--- src/rtl/seg7_scroll_driver.sv ---
// seg7_scroll_driver: scrolls a buffered segment-pattern message across the
// six-digit HEX bank (HEX5..HEX0) by issuing six Data/Addr/Sel writes per tick.
// Optional macro SEG7_SCROLL_DIR_EN adds a Dir input (1 = text moves right).
//
// state | meaning
// IDLE  | waiting for a scroll tick; latches length/direction at frame start
// WRITE | six registered writes to HEX5..HEX0, k counts 1..6
// ADV   | moves the window start by one character, then back to IDLE
module seg7_scroll_driver #(
  parameter int MSG_LEN  = 16,
  parameter int AW       = 4,
  parameter int TICK_DIV = 25000000
) (
  input  logic          Clock,
  input  logic          Resetn,
  input  logic          WrEn,
  input  logic [AW-1:0] WrAddr,
  input  logic [6:0]    WrData,
  input  logic [AW:0]   Len,
  input  logic          Run,
`ifdef SEG7_SCROLL_DIR_EN
  input  logic          Dir,
`endif
  output logic [6:0]    Data,
  output logic [2:0]    Addr,
  output logic          Sel,
  output logic          Busy,
  output logic [AW-1:0] Pos
);

  localparam int            CW     = $clog2(TICK_DIV);
  localparam logic [CW-1:0] TC     = CW'(TICK_DIV - 1);
  localparam logic [AW:0]   MAXLEN = (AW+1)'(MSG_LEN);

  typedef enum logic [1:0] {IDLE, WRITE, ADV} state_t;

  logic [6:0]    mem [MSG_LEN];
  logic          run_q;
  logic [CW-1:0] cnt;
  logic          start_tick;
  logic          tick;
  state_t        state;
  logic [2:0]    k;
  logic [AW:0]   len_q;
  logic [AW-1:0] ridx;
  logic [AW:0]   len_eff;
  logic [AW-1:0] pos_red;
`ifdef SEG7_SCROLL_DIR_EN
  logic          dir_q;
`endif

  function automatic logic [AW-1:0] inc_wrap(input logic [AW-1:0] i, input logic [AW:0] l);
    return (((AW+1)'(i) + 1'b1) == l) ? '0 : i + 1'b1;
  endfunction

`ifdef SEG7_SCROLL_DIR_EN
  function automatic logic [AW-1:0] dec_wrap(input logic [AW-1:0] i, input logic [AW:0] l);
    return (i == '0) ? AW'(l - 1'b1) : i - 1'b1;
  endfunction
`endif

  // Tick decode, clamped length and window start folded into the new length.
  always_comb begin
    start_tick = Run && !run_q;
    tick       = Run && (cnt == TC);
    len_eff    = (Len > MAXLEN) ? MAXLEN : Len;
    pos_red    = Pos;
    if ((len_eff != '0) && ({1'b0, Pos} >= len_eff))
      pos_red = AW'({1'b0, Pos} % len_eff);
  end

  // Scroll timer; a start tick restarts the period so every frame is TICK_DIV apart.
  always_ff @(posedge Clock) begin
    if (!Resetn) begin
      run_q <= 1'b0;
      cnt   <= '0;
    end else begin
      run_q <= Run;
      if (!Run || start_tick || tick)
        cnt <= '0;
      else
        cnt <= cnt + 1'b1;
    end
  end

  // Message buffer; reads elsewhere see the pre-write contents.
  always_ff @(posedge Clock) begin
    if (!Resetn) begin
      for (int i = 0; i < MSG_LEN; i++)
        mem[i] <= '0;
    end else if (WrEn) begin
      mem[WrAddr] <= WrData;
    end
  end

  // Frame sequencer with registered HEX-bank outputs.
  always_ff @(posedge Clock) begin
    if (!Resetn) begin
      state <= IDLE;
      k     <= '0;
      len_q <= '0;
      ridx  <= '0;
      Data  <= '0;
      Addr  <= '0;
      Sel   <= 1'b0;
      Busy  <= 1'b0;
      Pos   <= '0;
`ifdef SEG7_SCROLL_DIR_EN
      dir_q <= 1'b0;
`endif
    end else begin
      case (state)
        IDLE: begin
          Sel <= 1'b0;
          if (!Run) begin
            Pos <= '0;
          end else if ((tick || start_tick) && (len_eff != '0)) begin
            len_q <= len_eff;
            Pos   <= pos_red;
            Data  <= mem[pos_red];
            Addr  <= 3'd5;
            Sel   <= 1'b1;
            Busy  <= 1'b1;
            k     <= 3'd1;
            ridx  <= inc_wrap(pos_red, len_eff);
`ifdef SEG7_SCROLL_DIR_EN
            dir_q <= Dir;
`endif
            state <= WRITE;
          end
        end
        WRITE: begin
          if (k == 3'd6) begin
            Sel   <= 1'b0;
            state <= ADV;
          end else begin
            Data <= mem[ridx];
            Addr <= 3'd5 - k;
            ridx <= inc_wrap(ridx, len_q);
            k    <= k + 1'b1;
          end
        end
        ADV: begin
          Busy  <= 1'b0;
          state <= IDLE;
          if (!Run)
            Pos <= '0;
`ifdef SEG7_SCROLL_DIR_EN
          else if (dir_q)
            Pos <= dec_wrap(Pos, len_q);
`endif
          else
            Pos <= inc_wrap(Pos, len_q);
        end
        default: state <= IDLE;
      endcase
    end
  end

endmodule

--- config.mk ---
export PLATFORM = sky130hd
export DESIGN_NAME = seg7_scroll_driver
export DESIGN_NICKNAME = d
export VERILOG_FILES = /design/src/rtl/seg7_scroll_driver.sv
export SDC_FILE = /design/constraint.sdc
export NUM_CORES = 1
export LEC_CHECK = 0
export BUFFER_PORTS_ARGS = -buffer_cell sky130_fd_sc_hd__clkbuf_2
export CELL_PAD_IN_SITES_DETAIL_PLACEMENT = 1
export CELL_PAD_IN_SITES_GLOBAL_PLACEMENT = 2
export CORE_ASPECT_RATIO = 1.4
export CORE_MARGIN = 2
export CORE_UTILIZATION = 44
export DETAILED_ROUTE_END_ITERATION = 10
export PLACE_DENSITY_LB_ADDON = 0.1
export SLEW_MARGIN = 20
export SYNTH_ARGS = -nofsm -noshare
export SYNTH_HDL_FRONTEND = slang
export SYNTH_SLANG_ARGS = --single-unit
--- constraint.sdc ---
create_clock -name Clock -period 10.38 [get_ports Clock]
set_clock_uncertainty 0.1 [all_clocks]
set_input_delay 2.076 -clock Clock [delete_from_list [all_inputs] [get_ports Clock]]
set_output_delay 2.076 -clock Clock [all_outputs]
set_load 0.1 [all_outputs]
==> flow_summary.ini <==
[final_layout]
design_area_um2 = 10950
fillCellCount = 2329
n_antenna_cell = 0
fin_nets = 904
areaGrowthSynthToFinish_pct = 9.850
drive_gt1_share_pct = 17.34

[sta]
rsz0062_at_grt = no
min_period_ns = 8.700
finalCritPeriodShare_pct = 83.81
maxSlewViolCount = 0
worst_pin_slew_ns = 1.016
max_clock_freq_mhz = 114.9
setup_viol = 0
hold_viol = 0
relSlewSlack_pct = 31.53
setup_tns_ns = 0
fin_ws_ns = 1.680

[cts]
numCtsBuffers = 17
post_cts_resized = 0
clock-sinks = 171
cts_setup_buffers = 0
cts_root_buf = clkbuf_16
cts_tree = done
clk_latency_ns = 0.43
path_clk_slew_ns = 0.07
htreeDepth = 4
cts.path.max_buffers = 2
ctsHoldBuffers = 0

[logic_synthesis]
netlist_area_um2 = 9972
synth_top_flop_cell = edfxtp_1
synthTopCellsByArea = edfxtp_1 34%, dfxtp_1 12%, mux4_2 11%
synth.most_common_cell = and2_1
synth-seq-cells = 171
postSynthAreaPerCell_um2 = 11.91
synthTopCellsByCount = 118 x and2_1, 112 x edfxtp_1, 59 x dfxtp_1, 57 x nor2_1, 55 x nand2_1
synth-edff-count = 112
yosys.area.top_type = edfxtp_1
synth_top_area_share_pct = 33.73
ys_seq_area_share_pct = 45.57
syn_inst = 837
yosysWarningCount = 0
synth_cell_type_count = 86
synth_nets = 883
ys_async_sr_fraction_pct = 0

[global_route]
overflow = 0
grt_max_degree = 41
grt_pass1_vias = 7490
grt_usage_pct = 24.40
grt_pass1_wl_um = 43970
antenna_found_initial = 0

[pwr]
p_leak_nw = 3.895
max-vdd-ir-drop_mv = 0.1271
power.density_nw_per_um2 = 163.9

[floorplanning]
design.die.area_um2 = 23900
die_h_um = 182.1
die_w_um = 131.2
pin_count = 36
rows = 65
core_um2 = 22370
initial_core_util_pct = 44.59

[setup_path]
cp.arrival_ns = 8.93
timing_worst_setup_path_type = input port to register
timing.rr.end = Data[1]
crit_path_end_kind = register
slowest_stage = mux4_1
critPathMaxStageDelay_ns = 0.58
cp.required_ns = 10.61
reg2regPathDepth = 24
r2r-start = Pos[3]
critPathMostFrequentCell = ha_1
startpoint_type = input port
regToRegSetupSlack_ns = 3.56
crit_fanout = 19

[place]
dpl_cell_area_um2 = 10340
place_ws_ns = 1.224
hpwl_um = 20980
gp_congestion = 0.8894
io_buffers = 35

[detailed_routing]
drt_iter0_drc = 409
vias_per_cell = 5.948
drc = 0
first_pass_iters = 4
wire_per_inst_um = 24.07
drt-total-wl_um = 28210
final_antenna_net_count = 0
num_vias = 6971

[worst_hold_path]
hp-start = cnt[0]
holdCritPathClass = register to register
hold_path_end = cnt[0]
whs_path_depth = 1

[run_status]
outcome = finished, final reports clean

[job]
maxCapViolCount = 0
kinds of logic (layout without fill, tap and decap cells):
| kind of cell | Yosys count | in the layout | share of synthesized area [%] |
|---|---|---|---|
| buffers and inverters | 58 | 92 | 3.137 |
| adders and majority gates | 26 | 26 | 3.338 |
| other | 1 | 1 | 0.03761 |
| and+or+nand+nor | 336 | 336 | 18.51 |
| DFF | 171 | 171 | 45.57 |
| muxes | 68 | 68 | 15.35 |
| xor gates and xnor gates | 43 | 43 | 3.777 |
| AOI/OAI and AO/OA | 134 | 134 | 10.29 |
metrics by stage:
| step | total power, mW | utilization [%] | std cells | hold slack [ns] |
|---|---|---|---|---|
| finish | 1.795 | 48.98 | 1172 | 0.3702 |
| global route | 1.856 | 48.98 | 1172 | 0.4035 |
| CTS | 1.807 | 48.97 | 1172 | 0.3788 |
| detailed placement | 1.151 | 46.22 | 1140 | 0.3637 |
| global placement | 1.142 | 46.22 | 1140 | 0.3385 |
| floorplan | 1.056 | - | 837 | 0.3260 |
placed cells by master (no fill, tap or decap), types with 5 or more instances in the layout:
master	synthesis	layout
clkbuf_16	0	20
inv_1	15	16
a21o_1	6	6
a22o_1	8	8
buf_4	1	8
clkbuf_2	0	35
a21oi_1	20	20
a22oi_1	16	16
and2_1	118	118
edfxtp_1	112	112
xnor2_1	19	19
o21ai_0	30	27
dfxtp_1	59	58
xor2_1	24	24
nor2_1	57	57
nand3_1	24	24
mux4_1	16	16
ha_1	25	25
a31oi_1	5	5
nand4_1	8	8
or3_1	5	5
nand2_1	55	55
o21a_1	5	5
nor2b_1	17	17
o21ai_1	5	8
nor3_1	7	7
mux4_2	47	47
and3_1	7	7
nand2b_1	10	10
critical path, delay by kind of cell:
kind | cells | cell delay, ns
and+or+nand+nor | 5 | 0.81
AOI/OAI and AO/OA | 14 | 2.92
adders and majority gates | 4 | 1.44
buffers and inverters | 4 | 1.08
muxes | 1 | 0.58
layout make-up:
type                    count  area (um^2)  area share, %
flip-flops and latches    171         4548          41.52
clock buffers              21        514.2          4.694
well taps                 301        376.6          3.438
repair buffers             43        235.2          2.147
inverters                  17        63.81         0.5825
multi-input cells         608         5115          46.69
clock inverters            11        101.3         0.9252
report_power, final:
group / switching (mW) / leakage, nW / internal, mW / total (mW)
Sequential: 0.0450 / 1.55 / 0.762 / 0.807
Clock: 0.277 / 0.313 / 0.382 / 0.659
Combinational: 0.195 / 2.03 / 0.134 / 0.329
worst max-delay path by stage:
stage	startpoint	end	slack (ns)	cells past startpoint
finish	Len[4]	Data[1]	1.68	28
global placement	Len[4]	Data[4]	1.40	28
global route	Len[4]	Data[2]	1.22	28
detailed placement	Len[4]	Data[4]	1.22	28
floorplan	Len[4]	register	2.38	29
CTS	Len[4]	Data[4]	1.67	28
registers in the layout (all words and copies together) (netlist names), 2 cells and up, named ones only:
| signal | flops |
|---|---|
| Pos | 4 |
| mem | 112 |
| state | 2 |
| ridx | 4 |
| len_q | 5 |
| k | 2 |
| Addr | 3 |
| cnt | 25 |
| Data | 7 |
metal layers:
metal | GRT usage (%) | share of wire (%) | wire (um) | up-vias
met5 | 0 | 0 | 0 | -
met3 | 3.778 | 3.1 | 879 | 65
met4 | 11.57 | 4.3 | 1202 | 0
met2 | 47.09 | 56 | 15670 | 195
li1 | - | - | - | 3165
met1 | 25.83 | 37 | 10460 | 3546
No activity file was read; power rests on OpenSTA's default activity.
